**config.mk**
```make
export PLATFORM = sky130hd
export DESIGN_NAME = pkt_admit_drop
export DESIGN_NICKNAME = d
export VERILOG_FILES = /design/src/rtl/pkt_admit_pkg.sv /design/src/rtl/pkt_admit_outreg.sv /design/src/rtl/pkt_admit_drop.sv
export SDC_FILE = /design/constraint.sdc
export NUM_CORES = 1
export LEC_CHECK = 0
export ABC_AREA = 1
export ABC_CLOCK_PERIOD_IN_PS = 2300
export BUFFER_PORTS_ARGS = -buffer_cell sky130_fd_sc_hd__buf_4
export CAP_MARGIN = 20
export CORE_AREA = 2 2 454 456
export DETAILED_ROUTE_END_ITERATION = 7
export DIE_AREA = 0 0 456 458
export PLACE_DENSITY = 0.3
export REMOVE_ABC_BUFFERS = 1
export SETUP_SLACK_MARGIN = 0.15
export SKIP_CTS_REPAIR_TIMING = 1
export SLEW_MARGIN = 20
export SYNTH_ARGS = -nofsm -noshare
export SYNTH_HDL_FRONTEND = slang
export SYNTH_SLANG_ARGS = --single-unit
export TNS_END_PERCENT = 50
```
**constraint.sdc**
```tcl
create_clock -name clk -period 2.3 [get_ports clk]
set_input_delay 0.115 -clock clk [delete_from_list [all_inputs] [get_ports clk]]
set_output_delay 0.115 -clock clk [all_outputs]
set_load 0.005 [all_outputs]
```
**src/rtl/pkt_admit_pkg.sv**
```systemverilog
// pkt_admit_pkg
//   Shared types and constants for the packet admission stage.
//   - admit_state_t : per-packet admission FSM state.
//   - beat_t        : one beat on the streaming bus (data, sop, eop, empty).
//   - EMPTY_W       : width of the empty-symbol count (64 symbols per beat).
//   - BEAT_DATA_W   : payload width carried in beat_t. The top-level DATA_W
//                     parameter must equal this value.
package pkt_admit_pkg;

   localparam int EMPTY_W     = 6;
   localparam int BEAT_DATA_W = 512;

   typedef enum logic [1:0] {
      IDLE = 2'd0,
      PASS = 2'd1,
      DROP = 2'd2
   } admit_state_t;

   typedef struct packed {
      logic [BEAT_DATA_W-1:0] data;
      logic                   sop;
      logic                   eop;
      logic [EMPTY_W-1:0]     empty;
   } beat_t;

endpackage

```
**src/rtl/pkt_admit_outreg.sv**
```systemverilog
// pkt_admit_outreg
//   One-entry valid/ready pipeline register. It is loaded when load is high,
//   holds while out_valid & !out_ready, and clears to all-zero when it drains
//   without a new load. The register gives 1-cycle latency at full throughput.
// Ports
//   clk, rst_l  : clock, asynchronous active-low reset
//   load        : capture in_beat this cycle (only asserted while ready is high)
//   in_beat     : beat to capture
//   ready       : register can accept a beat this cycle
//   out_valid   : register holds a beat
//   out_beat    : held beat (zero when empty)
//   out_ready   : downstream accepts the held beat
module pkt_admit_outreg
   import pkt_admit_pkg::*;
(
   input  logic  clk,
   input  logic  rst_l,
   input  logic  load,
   input  beat_t in_beat,
   output logic  ready,
   output logic  out_valid,
   output beat_t out_beat,
   input  logic  out_ready
);

   logic  valid_q, valid_d;
   beat_t beat_q,  beat_d;

   always_comb begin
      valid_d = valid_q;
      beat_d  = beat_q;
      if (load) begin
         valid_d = 1'b1;
         beat_d  = in_beat;
      end else if (out_ready) begin
         valid_d = 1'b0;
         beat_d  = '0;
      end
   end

   // Output register stage
   always_ff @(posedge clk or negedge rst_l) begin
      if (!rst_l) begin
         valid_q <= 1'b0;
         beat_q  <= '0;
      end else begin
         valid_q <= valid_d;
         beat_q  <= beat_d;
      end
   end

   assign ready     = !valid_q | out_ready;
   assign out_valid = valid_q;
   assign out_beat  = beat_q;

endmodule

```
**src/rtl/pkt_admit_drop.sv**
```systemverilog
// pkt_admit_drop
//   Packet-granular admission stage in front of a packet FIFO. At each SOP the
//   FIFO fill_level is compared with ADMIT_LIMIT; a packet that fits is
//   forwarded intact through a one-beat register, otherwise the whole packet
//   is consumed and discarded so the FIFO can never overflow mid-packet.
//   The decision is taken once per packet and never revised.
// Ports
//   clk, rst_l                          : clock, asynchronous active-low reset
//   in_data/valid/ready/sop/eop/empty   : upstream beat interface
//   out_data/valid/ready/sop/eop/empty  : downstream (FIFO) interface
//   fill_level                          : FIFO occupancy in beats
//   pkt_cnt / drop_cnt / err_cnt        : admitted / dropped packets, framing errors
// Configuration
//   PKT_ADMIT_STATS_EN : when defined the three counters are live; otherwise
//                        they are not built and read 32'd0.
module pkt_admit_drop
   import pkt_admit_pkg::*;
#(
   parameter int DATA_W        = BEAT_DATA_W,
   parameter int FIFO_DEPTH    = 512,
   parameter int MAX_PKT_BEATS = 24,
   parameter int SLACK         = 4
) (
   input  logic               clk,
   input  logic               rst_l,
   input  logic [DATA_W-1:0]  in_data,
   input  logic               in_valid,
   output logic               in_ready,
   input  logic               in_sop,
   input  logic               in_eop,
   input  logic [EMPTY_W-1:0] in_empty,
   output logic [DATA_W-1:0]  out_data,
   output logic               out_valid,
   input  logic               out_ready,
   output logic               out_sop,
   output logic               out_eop,
   output logic [EMPTY_W-1:0] out_empty,
   input  logic [31:0]        fill_level,
   output logic [31:0]        pkt_cnt,
   output logic [31:0]        drop_cnt,
   output logic [31:0]        err_cnt
);

   // Worst-case packet plus report-latency slack must still fit above this level.
   localparam logic [31:0] ADMIT_LIMIT = 32'(FIFO_DEPTH - MAX_PKT_BEATS - SLACK);

   admit_state_t state_q, state_d;
   logic         xfer, admit, load, reg_ready;
   logic         inc_pkt, inc_drop, inc_err;
   beat_t        in_beat, out_beat;

   assign in_beat = '{data: in_data, sop: in_sop, eop: in_eop, empty: in_empty};
   assign xfer    = in_valid & in_ready;
   assign admit   = (fill_level <= ADMIT_LIMIT);

   // A dropped packet never touches the output register, so it is consumed
   // at full rate even while the FIFO is stalled.
   assign in_ready = (state_q == DROP) ? 1'b1 : reg_ready;

   always_comb begin
      state_d  = state_q;
      load     = 1'b0;
      inc_pkt  = 1'b0;
      inc_drop = 1'b0;
      inc_err  = 1'b0;
      unique case (state_q)
         IDLE: begin
            if (xfer) begin
               if (in_sop) begin
                  if (admit) begin
                     load    = 1'b1;
                     inc_pkt = 1'b1;
                     if (!in_eop) state_d = PASS;
                  end else begin
                     inc_drop = 1'b1;
                     if (!in_eop) state_d = DROP;
                  end
               end else begin
                  inc_err = 1'b1;
               end
            end
         end
         PASS: begin
            if (xfer) begin
               load = 1'b1;
               // Stray sop is forwarded as-is; the packet keeps its original decision.
               if (in_sop) inc_err = 1'b1;
               if (in_eop) state_d = IDLE;
            end
         end
         DROP: begin
            if (xfer) begin
               if (in_sop) inc_err = 1'b1;
               if (in_eop) state_d = IDLE;
            end
         end
         default: state_d = IDLE;
      endcase
   end

   // Admission FSM stage
   always_ff @(posedge clk or negedge rst_l) begin
      if (!rst_l) state_q <= IDLE;
      else        state_q <= state_d;
   end

   pkt_admit_outreg u_outreg (
      .clk       (clk),
      .rst_l     (rst_l),
      .load      (load),
      .in_beat   (in_beat),
      .ready     (reg_ready),
      .out_valid (out_valid),
      .out_beat  (out_beat),
      .out_ready (out_ready)
   );

   assign out_data  = out_beat.data;
   assign out_sop   = out_beat.sop;
   assign out_eop   = out_beat.eop;
   assign out_empty = out_beat.empty;

`ifdef PKT_ADMIT_STATS_EN
   logic [31:0] pkt_cnt_q,  pkt_cnt_d;
   logic [31:0] drop_cnt_q, drop_cnt_d;
   logic [31:0] err_cnt_q,  err_cnt_d;

   always_comb begin
      pkt_cnt_d  = pkt_cnt_q  + {31'd0, inc_pkt};
      drop_cnt_d = drop_cnt_q + {31'd0, inc_drop};
      err_cnt_d  = err_cnt_q  + {31'd0, inc_err};
   end

   // Statistics stage
   always_ff @(posedge clk or negedge rst_l) begin
      if (!rst_l) begin
         pkt_cnt_q  <= 32'd0;
         drop_cnt_q <= 32'd0;
         err_cnt_q  <= 32'd0;
      end else begin
         pkt_cnt_q  <= pkt_cnt_d;
         drop_cnt_q <= drop_cnt_d;
         err_cnt_q  <= err_cnt_d;
      end
   end

   assign pkt_cnt  = pkt_cnt_q;
   assign drop_cnt = drop_cnt_q;
   assign err_cnt  = err_cnt_q;
`else
   logic unused_stats;
   assign unused_stats = ^{inc_pkt, inc_drop, inc_err};
   assign pkt_cnt  = 32'd0;
   assign drop_cnt = 32'd0;
   assign err_cnt  = 32'd0;
`endif

endmodule

```
==> Implementation_results.wiki <==
{| class="wikitable"
! Metric !! Value
|-
| Accumulated negative setup slack || 0 ns
|-
| Hold path cells || 7
|-
| Final worst path period need || 2.02 ns
|-
| Min-delay worst type || primary input to register
|-
| Number of distinct standard cells referenced by the synthesized netlist || 20
|-
| Number of core rows || 166
|-
| CP endpoint kind || register
|-
| Number of levels in the clock H-tree || 3
|-
| Power density over the cells || between 500 and 600 nW/um^2
|-
| Beginning of the worst hold path || fill_level[0]
|-
| Number of nets with antenna violations after detailed routing || 0
|-
| Vias in the first global route || about 23000
|-
| Required arrival time at the worst endpoint || ~2.9 ns
|-
| Post-detailed-routing wire length || 150000 um
|-
| CP max stage cell || sky130_fd_sc_hd__dlygate4sd3_1
|-
| Total via count in the routed design || 24500
|-
| Commonest non-fill, non-tap cell in the layout || sky130_fd_sc_hd__buf_4
|-
| Hold EP || state_q[1]
|-
| Growth of design area from synthesis to finish || 87.4%
|-
| Type of the worst setup path || register to register
|-
| # port buffers || ~1100
|-
| Setup repair after global routing missed its margin || false
|-
| Total of endpoints with negative setup slack in the final report || 0
|-
| Average wire per cell in the routed design || 21.9 um
|-
| Post-synthesis instance area || ~23000 sq um
|-
| Filler instances || 22600
|-
| Number of pins exceeding their max-slew limit in the final report || 0
|-
| Worst-Skew Late Latency || between 0.6 and 0.7 ns
|-
| Relative slew margins || 0.136
|-
| Worst vdd ir || 0.000498 V
|-
| Register-to-register setup slack || 0.28 ns
|-
| CP Data Arrival Time || 2.57 ns
|-
| Length in cells of the worst reg-to-reg path || 10
|-
| Floorplan die height || between 400 and 500 um
|-
| Achievable clock frequency || 496 MHz
|-
| Fraction of final layout cells with drive strength greater than 1 || 0.330
|-
| Top fanout value on the critical path || 4
|-
| First-pass DRT Iterations || 5
|-
| Critical path startpoint category || register
|-
| Final cell utilization of the core || 0.208
|-
| DRC violation total after the first TritonRoute iteration || about 1700
|-
| Max-cap violations || 0
|-
| GRT overflow || 0
|-
| Initial standard-cell utilization of the core || 0.111
|-
| Synthesized area per cell || 9.15 sq um
|-
| Post-Synthesis Cells || ~2500
|-
| Crit path largest cell delay || 0.54 ns
|-
| Share of the clock period used by the worst path || 0.877
|-
| Number of nets in the finished design || 4637
|-
| Total power || 24.6 mW
|-
| Series of cell instances along the critical path || inv_1 -> ha_1 -> or2_1 -> nand2_2 -> o21ai_0 -> nand2_1 -> inv_1 -> nand4_1 -> dlygate4sd3_1 -> o21ai_0
|-
| DRC violation count after routing || 0
|-
| Placer's final routability congestion estimate || 0.855
|-
| Inserted Clock Buffers || 77
|-
| Die ar. || 209000 sq um
|-
| Post-Layout Inst Area || around 42000 sq um
|-
| Capture instance of the worst register-to-register path || state_q[0]
|-
| First-pass GRT wire length || 199000 um
|-
| Aggregate global-route resource usage || 0.137
|-
| Placeable Area || 204000 sq um
|-
| Slew of the pin with the lowest slew margin || 1.30 ns
|-
| Run status || finished clean
|-
| Worst Skew || around 0.027 ns
|-
| Maximum buffer depth of the clock tree || 3
|-
| Total clock sinks || 523
|-
| Commonest cells after routing, fill and taps aside || 1165 x sky130_fd_sc_hd__buf_4, 1042 x sky130_fd_sc_hd__nand3_1, 536 x sky130_fd_sc_hd__nand2_1, 525 x sky130_fd_sc_hd__dlygate4sd3_1, 523 x sky130_fd_sc_hd__dfrtp_1
|-
| CTS root buffer || sky130_fd_sc_hd__clkbuf_16
|-
| Part of the Yosys area used for sequential elements || 0.579
|-
| Total half-perimeter wirelength after legalization and detailed placement || approximately 120000 um
|-
| Number of warnings reported in the yosys synthesis log || 0
|-
| Post-CTS clock slew at the launch and capture registers of the worst setup and hold paths || 0.06 ns
|-
| Number of flip-flops and latches in the synthesized netlist || 523
|-
| Die X-Extent || about 460 um
|-
| Initial antenna violation count || 31
|-
| R2R Path Start || state_q[0]
|-
| Leakage power total || 22.1 nW
|-
| TritonCTS clock tree || done
|-
| Post-place instance area || 34300 sq um
|-
| Final count of hold timing violations || 0
|-
| Largest net degree at the start of global routing || about 170
|-
| Routed via count divided by cell count || 3.57
|-
| Count of pins on the block boundary || between 1000 and 1500
|}
[synth_stat cells]
| master | instances | area share |
|---|---|---|
| sky130_fd_sc_hd__dfrtp_1 | 523 | 0.58 |
| sky130_fd_sc_hd__nand2_2 | 1 | 0.00028 |
| sky130_fd_sc_hd__buf_4 | 100 | 0.033 |
| sky130_fd_sc_hd__inv_1 | 11 | 0.0018 |
| sky130_fd_sc_hd__or2_1 | 1 | 0.00028 |
| sky130_fd_sc_hd__nand3_1 | 1043 | 0.23 |
| sky130_fd_sc_hd__o21ai_0 | 4 | 0.00089 |
| sky130_fd_sc_hd__nor2_1 | 16 | 0.0027 |
| sky130_fd_sc_hd__nand2_4 | 1 | 0.00050 |
| sky130_fd_sc_hd__buf_1 | 22 | 0.0037 |
| sky130_fd_sc_hd__nor2_2 | 1 | 0.00028 |
| sky130_fd_sc_hd__inv_2 | 2 | 0.00033 |
| sky130_fd_sc_hd__conb_1 | 1 | 0.00017 |
| sky130_fd_sc_hd__buf_2 | 60 | 0.013 |
| sky130_fd_sc_hd__nor3_1 | 1 | 0.00022 |
| sky130_fd_sc_hd__nand4_1 | 3 | 0.00083 |
| sky130_fd_sc_hd__nand2_1 | 537 | 0.089 |
| sky130_fd_sc_hd__ha_1 | 3 | 0.0017 |
| sky130_fd_sc_hd__clkbuf_1 | 88 | 0.015 |
| sky130_fd_sc_hd__buf_6 | 54 | 0.027 |
[logic make-up after synthesis]
group           count (synthesis)  share of synthesized area
compound gates                  4                   0.000885
other cells                     1                   0.000166
simple gates                 1604                      0.325
buf+inv                       337                     0.0938
flops                         523                      0.579
fa+ha+maj                       3                    0.00166
[per-layer routing]
layer  routed length [um]  track usage
met3                12400       0.0539
met2                74400        0.229
met5                    0            0
met1                59000        0.154
met4                 4550       0.0567
[power by group]
group          switching, mW  internal (mW)
logic                   1.16           1.35
registers            0.00423           9.21
clock network           5.02           7.84
[flip-flops by register name, summed over array words and instances, names as in the netlist]
signal / cells
u_outreg.out_valid: 1
state_q: 2
u_outreg.out_beat: 520
[how the worst max path moves through the flow]
stage	startpoint	end	slack, ns	cells past startpoint
finish	state_q[0]	state_q[0]	0.28	10
global route	state_q[0]	u_outreg.out_beat[222]	0.15	10
CTS	state_q[0]	u_outreg.out_beat[376]	0.07	9
detailed placement	fill_level[10]	u_outreg.out_beat[376]	-0.03	13
global placement	fill_level[10]	u_outreg.out_beat[376]	0.02	13
floorplan	out_ready	u_outreg.out_beat[0]	-9.36	8
[area by class of cell]
class | count | area (sq um) | share of cell area
Antenna cell | 18 | 45.0 | 0.00106
Tap cell | 2688 | 3360 | 0.0793
Inverter | 13 | 63.8 | 0.00151
Timing Repair Buffer | 1756 | 15300 | 0.361
Clock buffer | 124 | 2490 | 0.0587
Multi-Input combinational cell | 1707 | 7800 | 0.184
Sequential cell | 523 | 13100 | 0.309
Clock inverter | 18 | 234 | 0.00552
[through the flow]
| step | setup slack [ns] | hold slack (ns) | cells |
|---|---|---|---|
| finish | 0.284 | 0.00541 | 6847 |
| CTS | 0.0689 | -0.793 | 6303 |
| detailed placement | -0.0290 | 0.00778 | 6161 |
| global route | 0.150 | 0.0422 | 6844 |
| floorplan | -9.36 | -0.181 | 2243 |
| global placement | 0.0163 | 0.00576 | 6161 |
[worst max-delay path, delay by kind of cell, from the launching register on]
kind / cells / cell delay, ns
AND/OR/NAND/NOR: 4 / 0.52
AO/OA/AOI/OAI: 2 / 0.16
adder cells (fa/ha/maj): 1 / 0.20
flip-flops: 1 / 0.35
buffers and inverters: 3 / 0.68
Power figures use the tool's default switching activity.
